<file path="src/rtl/pipe_ctrl.sv">
// rtl/pipe_ctrl.sv - pipeline hold/flush sequencer with stall statistics and watchdog
module pipe_ctrl #(
  parameter int STAGES       = 6,
  parameter int ADDR_W       = 32,
  parameter int CNT_W        = 16,
  parameter int FLUSH_CYCLES = 1,
  parameter int WDOG_LIMIT   = 1024
) (
  input  logic              clk,
  input  logic              rst,
  input  logic [STAGES-1:0] stallreq_i,
  input  logic              flush_req_i,
  input  logic [ADDR_W-1:0] flush_pc_i,
  input  logic              wdog_clr_i,
  output logic [STAGES-1:0] stall_o,
  output logic              flush_o,
  output logic [ADDR_W-1:0] new_pc_o,
  output logic              busy_o,
  output logic              wdog_o,
  output logic [CNT_W-1:0]  stall_cnt_o,
  output logic [CNT_W-1:0]  flush_cnt_o
);

  typedef enum logic {RUN, FLUSH} state_t;

  localparam logic [3:0]       FC_LAST  = 4'(FLUSH_CYCLES - 1);
  localparam logic [CNT_W-1:0] CNT_MAX  = '1;
  localparam logic [CNT_W-1:0] WD_LIMIT = CNT_W'(WDOG_LIMIT);
  localparam logic [CNT_W-1:0] WD_TRIP  = CNT_W'(WDOG_LIMIT - 1);

  state_t              state_q, state_d;
  logic [3:0]          fcyc_q, fcyc_d;
  logic [ADDR_W-1:0]   pc_d;
  logic                flush_enter;
  logic [STAGES-1:0]   stall_vec;
  logic [CNT_W-1:0]    run_q;

  // Hold every stage at or upstream of the highest-index requester
  always_comb begin
    logic any;
    any       = 1'b0;
    stall_vec = '0;
    for (int i = STAGES - 1; i >= 0; i--) begin
      any          = any | stallreq_i[i];
      stall_vec[i] = any;
    end
  end

  // Flush dominates stalls; reset masks both hold and flush immediately
  always_comb begin
    stall_o = (rst || state_q == FLUSH) ? '0 : stall_vec;
    flush_o = (state_q == FLUSH) && !rst;
    busy_o  = (state_q == FLUSH);
  end

  // Next-state logic: a request in either state (re)starts the flush window
  always_comb begin
    state_d     = state_q;
    fcyc_d      = fcyc_q;
    pc_d        = new_pc_o;
    flush_enter = 1'b0;
    case (state_q)
      RUN: begin
        if (flush_req_i) begin
          state_d     = FLUSH;
          fcyc_d      = 4'd0;
          pc_d        = flush_pc_i;
          flush_enter = 1'b1;
        end
      end
      FLUSH: begin
        if (flush_req_i) begin
          fcyc_d      = 4'd0;
          pc_d        = flush_pc_i;
          flush_enter = 1'b1;
        end else if (fcyc_q == FC_LAST) begin
          state_d = RUN;
          fcyc_d  = 4'd0;
        end else begin
          fcyc_d = fcyc_q + 4'd1;
        end
      end
      default: begin
        state_d = RUN;
        fcyc_d  = 4'd0;
      end
    endcase
  end

  // FSM, redirect PC and flush-window counter registers
  always_ff @(posedge clk) begin
    if (rst) begin
      state_q  <= RUN;
      fcyc_q   <= 4'd0;
      new_pc_o <= '0;
    end else begin
      state_q  <= state_d;
      fcyc_q   <= fcyc_d;
      new_pc_o <= pc_d;
    end
  end

  // Saturating statistics: stalled PC cycles and flush sequences started
  always_ff @(posedge clk) begin
    if (rst) begin
      stall_cnt_o <= '0;
      flush_cnt_o <= '0;
    end else begin
      if (stall_o[0] && stall_cnt_o != CNT_MAX) stall_cnt_o <= stall_cnt_o + 1'b1;
      if (flush_enter && flush_cnt_o != CNT_MAX) flush_cnt_o <= flush_cnt_o + 1'b1;
    end
  end

  // Watchdog: consecutive-stall run length, sticky trip flag, clear wins over trip
  always_ff @(posedge clk) begin
    if (rst) begin
      run_q  <= '0;
      wdog_o <= 1'b0;
    end else if (wdog_clr_i) begin
      run_q  <= '0;
      wdog_o <= 1'b0;
    end else if (stall_o != '0) begin
      if (run_q == WD_TRIP) wdog_o <= 1'b1;
      if (run_q != WD_LIMIT) run_q <= run_q + 1'b1;
    end else begin
      run_q <= '0;
    end
  end

endmodule
</file>
<file path="config.mk">
export PLATFORM = sky130hd
export DESIGN_NAME = pipe_ctrl
export DESIGN_NICKNAME = d
export VERILOG_FILES = /design/src/rtl/pipe_ctrl.sv
export SDC_FILE = /design/constraint.sdc
export NUM_CORES = 1
export LEC_CHECK = 0
export ABC_AREA = 1
export CORE_UTILIZATION = 32
export CTS_CLUSTER_SIZE = 24
export DETAILED_ROUTE_END_ITERATION = 8
export GPL_ROUTABILITY_DRIVEN = 0
export HOLD_SLACK_MARGIN = 0.06
export SKIP_CTS_REPAIR_TIMING = 1
export SLEW_MARGIN = 20
export SYNTH_ARGS = -nofsm -noshare
export SYNTH_HDL_FRONTEND = slang
export SYNTH_SLANG_ARGS = --single-unit
</file>
<file path="constraint.sdc">
create_clock -name clk -period 4.7 [get_ports clk]
set_input_delay 0.94 -clock clk [delete_from_list [all_inputs] [get_ports clk]]
set_output_delay 0.94 -clock clk [all_outputs]
set_load 0.03 [all_outputs]
</file>
==> metrics, run 1 <==
crit path DAT=2.73 ns; Routed wire per std cell=11.9 µm; Antenna Cells=0; clock slew at reported path FFs=0.06 ns; Syn. warnings=0; Comb pwr share=13.4%; crit-path cells=clkdlybuf4s50_1, nor2_2, nand4_1, nand2_1, nand2_4, clkdlybuf4s50_1; via count=4266; CTS sink count=86; max-slew violations=0; syn_nets=682; Initial Utilization=33.0%; core area=13300 µm²; sequential element share of the synthesized area=39.3%; period utilization=78.2%; P_leak=0.00221 µW; total CTS buffers=9; R2R Path End=flush_cnt_o[2]; P_sw=434 µW; dpl hpwl=8.10 mm; PD cells=291 nW/µm²; share of cells above drive strength 1=10.2%; Hold Path Depth=2; drt pass-1 iters=4; Slew @ Worst Pin=0.615 ns; largest net degree at the start of global routing=44; Ports=115; Unique masters post-synth=30; Synth Flop Type=dfxtp_1; CP delay by family, top=buffers and inverters; CP Buf/Inv Count=2; clk_lat worst skew=0.34 ns; Initial DRC Count=257; Fin. Hold Viols=0; setup_tns=0 ns; total grt overflow=0; CP max stage delay=0.64 ns; Hold EP=wdog_o; Final Setup Violations=0; slowest CP cell=clkdlybuf4s50_1; max-cap check violation count=0; drt total wl=11.0 mm; Crit Path Category=input pin to output port; Max Clock Freq=272 MHz; fin cells=923; DRC viols=0; Startpoint Class=input pin; PortBufs=114; Syn Area/Cell=6.92 µm²; reg-to-reg slack, setup=3.01 ns; clock group share of total power=41.9%; crit path time final=3.67 ns; ys async rst share=0%; status=finished clean; Mapped Area=4380 µm²; Die W=119 µm; first-pass GRT wire length=18.4 mm; Worst path most repeated cell=clkdlybuf4s50_1; Hold Path Origin=wdog_o; slew margin rel.=58.9%; Via density=4.62; EDFF count, synth=0; Worst VDD drop=0.202 mV; RSZ-0062 raised after global routing=no; gr usage total=16.2%; Min-Delay Path Class=register to register; htree depth=3; sequential power share=44.6%; switch share=25.1%; Syn Inst Count=634; Crit Reg-Reg Startpoint=flush_cnt_o[0]; Final ANT Viol Nets=0; Die Ht=119 µm; root buffer cell=clkbuf_16; Fillers=1355; # rows=42; Final Skew=0.00791 ns; maximum buffer depth of the clock tree=2; CP Max Fanout=17; multi-input logic area=2290 µm²; register area=1720 µm²; Hold Slack=0.453 ns; critical path data required time=3.76 ns; FF+latch count, synth=86; synth-to-layout area growth=35.4%; die area=14200 µm²; Worst setup EP type=output port; internal power=1290 µW; Reg2Reg Depth=10; CTS tree=done; number of global-route vias before repair=3972; Placed Instances=907; final-stage net count=790; initial antenna violation count=0
[cells in the mapped netlist (2+ instances only)]
cell type	count	area, µm²
a21oi_1	20	100
a21oi_2	20	175
buf_12	2	40.0
buf_2	7	35.0
buf_6	2	22.5
clkbuf_1	8	30.0
dfxtp_1	86	1720
ha_1	6	75.1
inv_1	59	221
inv_2	3	11.3
nand2_1	131	492
nand2_2	17	106
nand2_4	5	56.3
nand3_1	34	170
nand3b_1	2	15.0
nand4_1	17	106
nor2_1	130	488
nor2_2	8	50.1
nor2_4	2	22.5
nor3_1	5	25.0
nor3b_1	2	15.0
o21ai_0	47	235
xnor2_1	4	35.0
xor2_1	11	96.3
[worst max path at each step]
stage,endpoint,cells after the start,slack [ns],start
4_1_cts,stall_o[0],6,0.99,stallreq_i[5]
3_5_place_dp,stall_o[0],6,0.99,stallreq_i[5]
5_1_grt,stall_o[0],6,0.87,stallreq_i[5]
3_3_place_gp,stall_o[0],6,1.02,stallreq_i[4]
2_1_floorplan,flush_o,3,2.02,rst
6_report,stall_o[0],6,1.03,stallreq_i[5]
[placed cells by master (no fill, tap or decap)]
cell	n
ha_1	6
nor3_1	5
clkbuf_8	2
nor3_2	1
nand3_1	34
nand3b_1	2
nor3b_1	2
clkinv_1	1
clkdlybuf4s50_1	114
xnor2_1	4
nor2_1	130
nor2_4	2
dfxtp_1	86
clkbuf_16	9
a21oi_2	20
bufinv_16	1
clkinv_2	2
or2_2	1
nand2_1	131
inv_2	4
inv_1	58
xor2_1	11
clkinvlp_4	1
nor4_1	1
nand2_4	5
buf_4	3
a21oi_1	20
clkbuf_1	2
o21ai_0	47
nand2_2	17
nand4_1	17
nor2_2	8
[power by group through the flow]
stage / Sequential [µW] / Combinational, µW / Clock [µW]
floorplan: 829 / 86.8 / 0
global placement: 784 / 233 / 0
detailed placement: 786 / 234 / 0
CTS: 770 / 235 / 751
global route: 772 / 251 / 783
finish: 770 / 232 / 723
[metal layers]
| metal | vias up | track usage, % | part of all wire, % | wire length (µm) |
|---|---|---|---|---|
| met4 | 0 | 5.06 | 1.5 | 167 |
| met5 | - | 0 | 0 | 0 |
| met2 | 112 | 27.1 | 48 | 5330 |
| met1 | 1916 | 19.5 | 44 | 4880 |
| met3 | 12 | 5.12 | 5.9 | 649 |
| li1 | 2226 | - | - | - |
[per-stage QoR]
step	setup slack, ns	instance area [µm²]	utilization (%)	total power, µW
final	1.03	5940	44.6	1720
after CTS	0.989	5940	44.6	1760
after floorplan	2.02	4380	-	916
after global placement	1.02	5630	42.4	1020
after global routing	0.875	5940	44.6	1810
after detailed placement	0.992	5630	42.4	1020
[worst reg2reg max path: stages, from the launching register on]
cell and delay [ns]:
dfxtp_1 0.41, ha_1 0.24, inv_1 0.06, nor2_2 0.15
nand2_2 0.10, inv_2 0.08, nand2_4 0.07, nand2_4 0.16
inv_2 0.14, nand2_1 0.10, a21oi_2 0.05
[kinds of logic after synthesis]
kind of cell               Yosys count  share of synthesized area [%]
and+or+nand+nor                    356                           35.8
AOI/OAI and AO/OA                   87                           11.6
DFF                                 86                           39.3
buffers and inverters               84                           8.59
xor gates and xnor gates            15                           3.00
adders and majority gates            6                           1.71
[final cells by class]
cell class / instances / share of cell area [%]
inverter: 64 / 4.07
clock inverter: 3 / 0.717
timing repair buffer: 117 / 19.6
multi-input combinational: 464 / 38.5
sequential: 86 / 29.0
clock buffer: 13 / 4.38
tap: 176 / 3.71
[state kept, by name (all words and copies together), names as in the netlist]
register / flops
wdog_o: 1
stall_cnt_o: 16
flush_cnt_o: 16
fcyc_q: 4
busy_o: 1
new_pc_o: 32
run_q: 16
Power figures use the tool's default switching activity.
==> inputs of run 2 (changes only) <==
==> constraint.sdc (replaced) <==
create_clock -name clk -period 3.43 [get_ports clk]
set_input_delay 0.686 -clock clk [delete_from_list [all_inputs] [get_ports clk]]
set_output_delay 0.686 -clock clk [all_outputs]
set_load 0.03 [all_outputs]
==> metrics, run 2 (synthesis results as in run 1) <==
max-slew violations=0 (unchanged); Final Skew=0.00500 ns (-0.00291 ns); period utilization=83.4%; CP Max Fanout=8 (-9); crit path time final=2.86 ns; Worst path most repeated cell=clkdlybuf4s50_1; Initial Utilization=33.0% (unchanged); slew margin rel.=57.9% (-1.1 points); Crit Path Category=input pin to output port; Min-Delay Path Class=register to register; max-cap check violation count=0 (unchanged); Die Ht=119 µm (unchanged); root buffer cell=clkbuf_16; CP delay by family, top=buffers and inverters; Antenna Cells=0 (unchanged); # rows=42 (unchanged); clk_lat worst skew=0.34 ns (about the same); CP max stage delay=0.71 ns (+0.07 ns); P_leak=0.00223 µW (+0.58%); Hold Slack=0.443 ns (-0.0101 ns); CTS sink count=86 (unchanged); total grt overflow=0 (unchanged); Initial DRC Count=268 (+4.3%); Finished Cell Area=5930 µm² (-0.13%); first-pass GRT wire length=18.4 mm (-0.30%); Worst VDD drop=0.201 mV (-0.69%); Via density=4.66 (+0.73%); max FFs per register=32 (unchanged); total CTS buffers=9 (unchanged); drt total wl=11.0 mm (-0.34%); die area=14200 µm² (unchanged); core area=13300 µm² (unchanged); most common cell after layout, fill and taps aside=nand2_1; PortBufs=114 (unchanged); share of cells above drive strength 1=11.1% (+0.92 points); CP Buf/Inv Count=2 (unchanged); Routed wire per std cell=11.9 µm (-0.44%); RSZ-0062 raised after global routing=no; Startpoint Class=input pin; htree depth=3 (unchanged); Final ANT Viol Nets=0 (unchanged); via count=4302 (+0.84%); Ports=115 (unchanged); most flop-heavy register=new_pc_o; largest net degree at the start of global routing=44 (unchanged); Worst setup EP type=output port; fin util=44.6% (-0.057 points); DRC viols=0 (unchanged); Die W=119 µm (unchanged); final-stage net count=791 (+0.13%); crit-path cells=clkdlybuf4s50_1, nor2_1, clkdlybuf4s50_1; synth-to-layout area growth=35.2%; slowest CP cell=clkdlybuf4s50_1; PD cells=400 nW/µm² (+38%); initial antenna violation count=0 (unchanged); critical path data required time=2.74 ns (-1.02 ns); gr usage total=16.1% (-0.066 points); CTS tree=done; setup_tns=0 ns (unchanged); status=finished clean; Slew @ Worst Pin=0.631 ns (+0.0159 ns); Max Clock Freq=350 MHz; Final Setup Violations=0 (unchanged); dpl hpwl=8.00 mm (-1.2%); Fin. Hold Viols=0 (unchanged); clock slew at reported path FFs=0.06 ns (about the same); crit path DAT=2.17 ns (-0.56 ns); Cell Area, Placed=5630 µm² (-0.13%); drt pass-1 iters=7 (+3); number of global-route vias before repair=3971 (-0.025%); most frequent cells in the layout=131 x nand2_1, 130 x nor2_1, 108 x clkdlybuf4s50_1; maximum buffer depth of the clock tree=2 (unchanged)
## run 2: cell count changes in the layout (fill, tap and decap cells not counted), sizes merged
| cell | delta |
|---|---|
| buf | +7 |
| clkdlybuf4s50 | -6 |
## run 2: path summary, 6_finish.rpt
| check | start | to | slack [ns] | cells after the start |
|---|---|---|---|---|
| setup / recovery | rst | flush_o | 0.57 | 3 |
| setup reg to reg | flush_cnt_o[0] | flush_cnt_o[14] | 1.70 | 10 |
| hold reg to reg | wdog_o | wdog_o | 0.44 | 2 |
| hold / removal | wdog_o | wdog_o | 0.44 | 2 |
## run 2: area by class of cell
type | count | area [µm²]
multi-input combinational | 464 | 2290
sequential | 86 | 1720
tap | 176 | 220
clock buffer | 13 | 260
clock inverter | 3 | 42.5
fill | 1355 | 7370
timing repair buffer | 118 | 1160
inverter | 64 | 241
## run 2: layer usage
layer | track usage [%] | vias up | share of wire [%]
li1 | - | 2236 | -
met1 | 19.4 | 1950 | 44
met2 | 26.6 | 98 | 48
met3 | 4.74 | 18 | 5.3
met4 | 6.72 | 0 | 2.2
met5 | 0 | - | 0
## run 2: through the flow
step | total power (µW) | setup slack, ns | cells
2_1_floorplan | 1260 | 1.26 | 634
6_report | 2370 | 0.570 | 924
3_5_place_dp | 1400 | 0.568 | 908
5_1_grt | 2480 | 0.503 | 924
3_3_place_gp | 1390 | 0.571 | 908
4_1_cts | 2420 | 0.564 | 924
## run 2: worst register-to-register path, cell delays in order (launching register included)
cell,delay (ns)
dfxtp_1,0.41
ha_1,0.25
inv_1,0.06
nor2_2,0.15
nand2_2,0.10
inv_2,0.08
nand2_4,0.07
nand2_4,0.17
inv_2,0.15
nand2_1,0.11
a21oi_2,0.05
## run 2: where the power goes
part | total, µW | switching [µW] | internal (µW)
clock | 997 | 393 | 603
combinational | 318 | 186 | 132
sequential | 1050 | 21.9 | 1030
total | 2370 | 602 | 1770
==> inputs of run 3 (changes only) <==
==> constraint.sdc (replaced) <==
create_clock -name clk -period 2.5 [get_ports clk]
set_input_delay 0.5 -clock clk [delete_from_list [all_inputs] [get_ports clk]]
set_output_delay 0.5 -clock clk [all_outputs]
set_load 0.03 [all_outputs]
==> metrics, run 3 (synthesis results as in run 1) <==
slew margin rel.=72.1% (+14 points); gr usage total=16.5% (+0.43 points); synth-to-layout area growth=36.6%; Slew @ Worst Pin=0.415 ns (-0.216 ns); crit path time final=2.34 ns; Final ANT Viol Nets=0 (unchanged); # rows=42 (unchanged); crit path DAT=1.84 ns (-0.33 ns); die area=14200 µm² (unchanged); CTS tree=done; CTS sink count=86 (unchanged); Initial Utilization=33.0% (unchanged); post-route setup slack=0.163 ns (-0.407 ns); Worst setup EP type=output port; Via density=4.67 (+0.23%); Die W=119 µm (unchanged); first-pass GRT wire length=19.0 mm (+3.3%); fin util=45.1% (+0.47 points); dpl hpwl=8.30 mm (+3.8%); Die Ht=119 µm (unchanged); number of global-route vias before repair=4115 (+3.6%); setup_tns=0 ns (unchanged); most common cell after layout, fill and taps aside=nand2_1; most frequent cells in the layout=131 x nand2_1, 130 x nor2_1, 108 x clkdlybuf4s50_1; total grt overflow=0 (unchanged); Fillers=1360 (+0.37%); Max Clock Freq=428 MHz; clk_lat worst skew=0.34 ns (about the same); Min-Delay Path Class=register to register; Crit Path Category=input pin to output port; Final Setup Violations=0 (unchanged); final-stage net count=797 (+0.76%); root buffer cell=clkbuf_16; clock slew at reported path FFs=0.06 ns (about the same); Fin. Hold Viols=0 (unchanged); Hold Slack=0.450 ns (+0.00702 ns); htree depth=3 (unchanged); Ports=115 (unchanged); drt total wl=11.2 mm (+1.7%); Hold EP=wdog_o; status=finished clean; drt pass-1 iters=4 (-3); max-cap check violation count=0 (unchanged); Hold Path Origin=wdog_o; Final Skew=0.00652 ns (+0.00152 ns); maximum buffer depth of the clock tree=2 (unchanged); max-slew violations=0 (unchanged); Routed wire per std cell=12.0 µm (+1.0%); Antenna Cells=0 (unchanged); reg-to-reg slack, setup=0.78 ns (-0.92 ns); DRC viols=0 (unchanged); core area=13300 µm² (unchanged); Initial DRC Count=261 (-2.6%); max FFs per register=32 (unchanged); PortBufs=114 (unchanged); largest net degree at the start of global routing=39 (-11%); via count=4340 (+0.88%); P_leak=0.00226 µW (+1.7%); share of cells above drive strength 1=11.9% (+0.84 points); initial antenna violation count=0 (unchanged); Hold Path Depth=2 (unchanged); CP Max Fanout=3 (-5); PD cells=548 nW/µm² (+37%); Reg2Reg Depth=10 (unchanged); R2R Path End=flush_cnt_o[14]; Worst VDD drop=0.249 mV (+24%); critical path data required time=2.00 ns (-0.74 ns); Startpoint Class=input pin; Crit Reg-Reg Startpoint=flush_cnt_o[0]; period utilization=93.5%; total CTS buffers=9 (unchanged); pre-CTS WS=0.156 ns (-0.412 ns); RSZ-0062 raised after global routing=no; most flop-heavy register=new_pc_o
run 3: per-stage QoR:
stage	instances	area (µm²)	total power, µW
4_1_cts	930	5990	3330
6_report	930	5990	3280
2_1_floorplan	634	4380	1720
5_1_grt	930	5990	3420
3_3_place_gp	914	5680	1920
3_5_place_dp	914	5680	1930
run 3: cell type report:
class | instances | area [µm²] | area share, %
inverters | 64 | 241 | 4.03
repair buffers | 124 | 1210 | 20.3
clock buffers | 10 | 239 | 3.99
clock inverters | 6 | 68.8 | 1.15
well taps | 176 | 220 | 3.68
flip-flops and latches | 86 | 1720 | 28.7
multi-input cells | 464 | 2290 | 38.2
run 3: metal layers:
metal	GRT usage, %	part of all wire (%)	vias up
li1	-	-	2245
met1	20.5	47	1997
met2	27.5	47	84
met3	3.40	4.3	14
met4	7.52	1.9	0
met5	0	0	-
run 3: worst max path at each step:
stage          from         end  depth (start not counted)
6_report        rst     flush_o                          3
5_1_grt         rst  stall_o[3]                          6
4_1_cts         rst  stall_o[3]                          6
3_5_place_dp    rst  stall_o[3]                          6
3_3_place_gp    rst     flush_o                          3
2_1_floorplan   rst     flush_o                          3
run 3: power by group:
group	switching, µW	internal, µW
Combinational	261	191
Sequential	29.9	1420
Clock	576	807
Total	866	2410
run 3: critical path, stage by stage:
cell	delay, ns
clkdlybuf4s50_1	0.49
nor2_1	0.14
clkdlybuf4s50_1	0.71
